$ cat config.mk
export PLATFORM = sky130hd
export DESIGN_NAME = sn_stream_decoder
export DESIGN_NICKNAME = d
export VERILOG_FILES = /design/src/rtl/sn_stream_decoder.sv
export SDC_FILE = /design/constraint.sdc
export NUM_CORES = 1
export LEC_CHECK = 0
export CORE_UTILIZATION = 40
export DETAILED_ROUTE_END_ITERATION = 16
export GPL_ROUTABILITY_DRIVEN = 1
export PLACE_DENSITY = 0.67
export SETUP_SLACK_MARGIN = 0.2
export SLEW_MARGIN = 20
export SYNTH_ARGS = -nofsm -noshare
export SYNTH_HDL_FRONTEND = slang
export SYNTH_SLANG_ARGS = --single-unit
$ cat constraint.sdc
create_clock -name clk -period 3.6 [get_ports clk]
set_input_delay 0.54 -clock clk [delete_from_list [all_inputs] [get_ports clk]]
set_output_delay 0.54 -clock clk [all_outputs]
set_load 0.01 [all_outputs]
$ cat src/rtl/sn_stream_decoder.sv
// sn_stream_decoder
//   Decodes a serial stochastic bitstream into a 10-bit value by counting the
//   ones in a window of N = 2^(win_sel+3) accepted bits (win_sel 5..7 -> 256).
//   Unipolar: K ones -> K.  Bipolar: K ones -> 2K - N in two's complement.
//
// Ports
//   clk        rising-edge clock
//   rst_n      asynchronous reset, ACTIVE HIGH despite the name
//   sn_bit     stochastic input bit, qualified by sn_valid
//   sn_valid   sn_bit is meaningful this cycle
//   enable     1 = decode, 0 = idle and discard any partial window
//   win_sel    window length select, sampled at every window start
//   bipolar    result encoding, sampled at every window start
//   out_ready  downstream accepts out_data when out_valid = 1
//   clr_ovr    synchronous clear of the sticky overrun flag
//   out_data   decoded result, held while out_valid = 1 and out_ready = 0
//   out_valid  out_data holds a result not yet accepted
//   overrun    sticky: a completed window was dropped
//
// Handshake: a result transfers on any rising edge where out_valid = 1 and
// out_ready = 1. out_data is stable while out_valid = 1 and out_ready = 0.
// A window that completes while a result is stalled is dropped and flags
// overrun; one that completes on the transfer edge replaces the old result.

module sn_stream_decoder (
    input  logic       clk,
    input  logic       rst_n,
    input  logic       sn_bit,
    input  logic       sn_valid,
    input  logic       enable,
    input  logic [2:0] win_sel,
    input  logic       bipolar,
    input  logic       out_ready,
    input  logic       clr_ovr,
    output logic [9:0] out_data,
    output logic       out_valid,
    output logic       overrun
);

    localparam logic [0:0] ST_IDLE = 1'b0;
    localparam logic [0:0] ST_RUN  = 1'b1;

    logic [0:0] state_q,    state_d;
    logic [8:0] bit_cnt_q,  bit_cnt_d;
    logic [8:0] ones_cnt_q, ones_cnt_d;
    logic [2:0] sel_q,      sel_d;
    logic       bip_q,      bip_d;
    logic [9:0] data_q,     data_d;
    logic       valid_q,    valid_d;
    logic       ovr_q,      ovr_d;

    logic [8:0] win_last;
    logic [9:0] win_n;
    logic       accept;
    logic       done;
    logic [8:0] ones_next;
    logic [9:0] result;
    logic       drop;

    // Index of the last bit in the window (N-1) for the latched selection.
    always_comb begin
        case (sel_q)
            3'd0:    win_last = 9'd7;
            3'd1:    win_last = 9'd15;
            3'd2:    win_last = 9'd31;
            3'd3:    win_last = 9'd63;
            3'd4:    win_last = 9'd127;
            default: win_last = 9'd255;
        endcase
    end

    assign win_n     = {1'b0, win_last} + 10'd1;
    assign accept    = (state_q == ST_RUN) && enable && sn_valid;
    assign done      = accept && (bit_cnt_q == win_last);
    assign ones_next = ones_cnt_q + {8'd0, sn_bit};
    // 2K - N evaluated modulo 1024 gives the correct 10-bit two's complement,
    // including the +256 corner where 2K itself needs 10 bits.
    assign result    = bip_q ? ({ones_next, 1'b0} - win_n) : {1'b0, ones_next};
    assign drop      = done && valid_q && !out_ready;

    always_comb begin
        state_d    = state_q;
        bit_cnt_d  = bit_cnt_q;
        ones_cnt_d = ones_cnt_q;
        sel_d      = sel_q;
        bip_d      = bip_q;
        data_d     = data_q;
        valid_d    = valid_q;
        ovr_d      = ovr_q;

        case (state_q)
            ST_IDLE: begin
                if (enable) begin
                    state_d    = ST_RUN;
                    sel_d      = win_sel;
                    bip_d      = bipolar;
                    bit_cnt_d  = 9'd0;
                    ones_cnt_d = 9'd0;
                end
            end
            default: begin
                if (!enable) begin
                    // Partial window is discarded; pending output is untouched.
                    state_d    = ST_IDLE;
                    bit_cnt_d  = 9'd0;
                    ones_cnt_d = 9'd0;
                end else if (done) begin
                    // Next window starts immediately with fresh configuration.
                    bit_cnt_d  = 9'd0;
                    ones_cnt_d = 9'd0;
                    sel_d      = win_sel;
                    bip_d      = bipolar;
                end else if (accept) begin
                    bit_cnt_d  = bit_cnt_q + 9'd1;
                    ones_cnt_d = ones_next;
                end
            end
        endcase

        if (done && !drop) begin
            data_d  = result;
            valid_d = 1'b1;
        end else if (valid_q && out_ready) begin
            valid_d = 1'b0;
        end

        // A drop in the same cycle as clr_ovr keeps the flag set.
        if (drop) begin
            ovr_d = 1'b1;
        end else if (clr_ovr) begin
            ovr_d = 1'b0;
        end
    end

    always_ff @(posedge clk or posedge rst_n) begin
        if (rst_n) begin
            state_q    <= ST_IDLE;
            bit_cnt_q  <= 9'd0;
            ones_cnt_q <= 9'd0;
            sel_q      <= 3'd0;
            bip_q      <= 1'b0;
            data_q     <= 10'd0;
            valid_q    <= 1'b0;
            ovr_q      <= 1'b0;
        end else begin
            state_q    <= state_d;
            bit_cnt_q  <= bit_cnt_d;
            ones_cnt_q <= ones_cnt_d;
            sel_q      <= sel_d;
            bip_q      <= bip_d;
            data_q     <= data_d;
            valid_q    <= valid_d;
            ovr_q      <= ovr_d;
        end
    end

    assign out_data  = data_q;
    assign out_valid = valid_q;
    assign overrun   = ovr_q;

endmodule

==> results.md <==
- Met3 wire len: 138 um
- Count of final setup violators: 0
- Power Dens Cells: ~330 nW/um2
- Post-synth EDFFs: 0
- I/O pin total: 23
- Final WS setup: 0.444 ns
- Core area: 5110 um2
- Root Buffer: clkbuf_8
- Unique masters post-synth: 45
- DIE WIDTH: 74.7 um
- Number of vias per cell: ~5.2
- Most common cell in the netlist: dfrtp_1
- Total track usage: 0.176
- Buf/Inv on CP: 1
- Cell taking the most area after synthesis: dfrtp_1
- Worst-Skew Late Latency: around 0.29 ns
- Antenna-violating nets left: 0
- DP HPWL: between 3 and 4 mm
- Top Metal Used: met4
- Post-route cell area: roughly 2500 um2
- Inst Count DP: 297
- R2R Path End: out_data[9]
- Number of buffers created by CTS: 5
- Area share of the largest cell type after synthesis: 0.414
- Peak VDD IR: 0.118 mV
- Syn Std Cell Area: between 2000 and 2500 um2
- Final hold slack: 0.508 ns
- Mapped Cells: 210
- Syn nets: 230
- Die Y: between 70 and 80 um
- Slowest-stage cell, CP: clkdlybuf4s50_1
- Sequential area share after synthesis: 0.414
- Max-Cap Viols: 0
- GP Congestion: slightly above 0.8
- Die area: 5580 um2
- Mean post-synth cell area: about 10 um2
- Final net count: 254
- Clock transition at path regs: ~0.070 ns
- Drt total wl: roughly 4.3 mm
- Placed Area: approximately 2400 um2
- Top cell family by delay on the critical path: simple AND/OR/NAND/NOR gates
- Vias in the first global route: around 1600
- Area contributors post-synth: dfrtp_1 (41%), ha_1 (4.7%), mux2i_1 (4.3%)
- Worst setup path start: sn_bit
- Metal2 WL: 2.07 mm
- Initial core utilization: 0.414
- Crit path max fanout: 5
- Worst R2R Setup Slack: 0.80 ns
- Crit. End Element: register
- Input/output buffers: 22
- Worst R2R Path Depth: 12
- Crit path to: out_data[9]
- HP Class: register to register
- Top cells by count, synth: dfrtp_1 (35), nand2_1 (19), inv_1 (16)
- Initial antenna violation count: 0
- Hold buffer count at CTS: 0
- RSZ-0062 raised after global routing: no
- Via count: ~1600
- DRT iter0 DRCs: 50
- Reg-to-Reg Start: ones_cnt_q[0]
- WL met1: between 2 and 2.5 mm
- Crit path time final: ~3.2 ns
- # diodes: 0
- Crit path DAT: around 3.3 ns
- First-pass GRT wire length: between 7 and 8 mm
- Synth Flop Type: dfrtp_1
- Status: complete, no violations
- Area Growth Syn to Fin: 16.7%
- Worst-path cell chain: clkdlybuf4s50_1, ha_1, ha_1, nand3_1, and2_1, nand2b_1, ha_1, nor2b_1, o21ai_1, a21boi_0, nor3_1, xnor2_1, a31o_2
- Wire per inst: 14.1 um
- Layout cell share with drive strength beyond 1: 0.123
- Post-CTS Setup Bufs: 0
- Tightest Pin Transition: a little under 0.8 ns
- Final Hold Fails: 0
- Post-route non-filler standard cell count: 305
- Relative slew margins: 0.486
- Pleak: about 1.1 nW
- Clock buffer depth: 2
- Pins Over Slew Limit: 0
- CP Launch Type: primary input
- Period utilisation layout: 0.877
- Yosys warns: 0
- Row count: 26
- Cts repair resizes: 0
- Highest Clock Rate: about 320 MHz
- Clock sink count: 35
- Setup Total Neg Slack: 0 ns
- CP max stage delay: approximately 0.46 ns
- Crit path top cell by count: ha_1
- Drt drc: 0
- Largest net degree at the start of global routing: 36
- WS Path Type: primary input to register
- Max H-tree Level: 2
- Global route overflow: 0
- Pre-CTS WS: 0.120 ns
- CTS tree: built
- WP depth: 13
- Worst path required time: between 3 and 4 ns
- Post-synth ARST share: 1.00
- Drt pass-1 iters: 4
- Yosys reg bits: 35
- Layout Skew: 0.0102 ns
-- worst min-delay path by stage --
stage | cells after the start | startpoint | to
2_1_floorplan | 1 | ones_cnt_q[0] | ones_cnt_q[0]
3_3_place_gp | 1 | out_data[1] | out_data[1]
3_5_place_dp | 1 | ones_cnt_q[0] | ones_cnt_q[0]
4_1_cts | 1 | out_data[4] | out_data[4]
5_1_grt | 1 | out_data[4] | out_data[4]
6_report | 1 | out_data[4] | out_data[4]
-- report_power, final --
part	leakage [nW]	internal (mW)	switching, mW
registers	0.451	0.402	0.0213
clock network	0.0422	0.136	0.142
logic	0.613	0.0551	0.0569
-- area by class of cell --
type                    count  area (um2)
clock buffers               7        76.3
flip-flops and latches     35         876
fillers                   486        2640
well taps                  70        87.6
inverters                  16        60.1
multi-input cells         152        1130
repair buffers             24         235
clock inverters             1        5.00
-- per-stage QoR --
stage                     power, mW  utilization
final                         0.813        0.484
after global placement        0.541        0.468
after CTS                     0.822        0.484
after detailed placement      0.543        0.468
after floorplan               0.511            -
after global routing          0.854        0.484
-- state kept, by name, summed over array words and instances, names as in the netlist --
signal / flops
bip_q: 1
overrun: 1
state_q: 1
out_valid: 1
bit_cnt_q: 9
sel_q: 3
out_data: 10
ones_cnt_q: 9
-- placed cells by master (no fill, tap or decap), types with 3 or more instances in the layout --
cell	synthesis	final
dfrtp_1	35	35
clkdlybuf4s50_1	0	22
nand2_1	19	19
inv_1	16	16
o21ai_0	13	12
nor2_1	10	10
xnor2_1	9	9
mux2i_1	9	9
nand3_1	8	8
a31oi_1	8	8
a21oi_1	8	8
ha_1	8	8
mux2_2	6	6
xor2_1	6	6
clkbuf_8	0	5
nand4_1	4	4
mux2_4	4	4
nor2b_1	3	3
nor3_1	3	3
nand2b_1	3	3
or2_2	3	3
and3_1	3	3
a22o_1	3	3
-- worst register-to-register path, delay by kind of cell (launching register included) --
kind | cells | cell delay (ns)
and+or+nand+nor | 5 | 0.90
adders and majority gates | 3 | 0.77
AOI/OAI and AO/OA | 3 | 0.59
DFF | 1 | 0.35
xor gates and xnor gates | 1 | 0.09
-- cell families (layout without fill, tap and decap cells) --
logic type	count (synthesis)	after routing	share of synthesized area
and+or+nand+nor	64	64	0.162
AOI/OAI and AO/OA	45	45	0.150
DFF	35	35	0.414
buffers and inverters	23	48	0.0520
muxes	19	19	0.103
xor gates and xnor gates	15	15	0.0621
adders and majority gates	9	9	0.0568
-- routing by layer --
metal,vias up,track usage
li1,789,-
met1,774,0.222
met2,33,0.287
met3,5,0.0455
met4,0,0.0692
met5,-,0
Note: power is estimated with default switching activity, not from simulation.
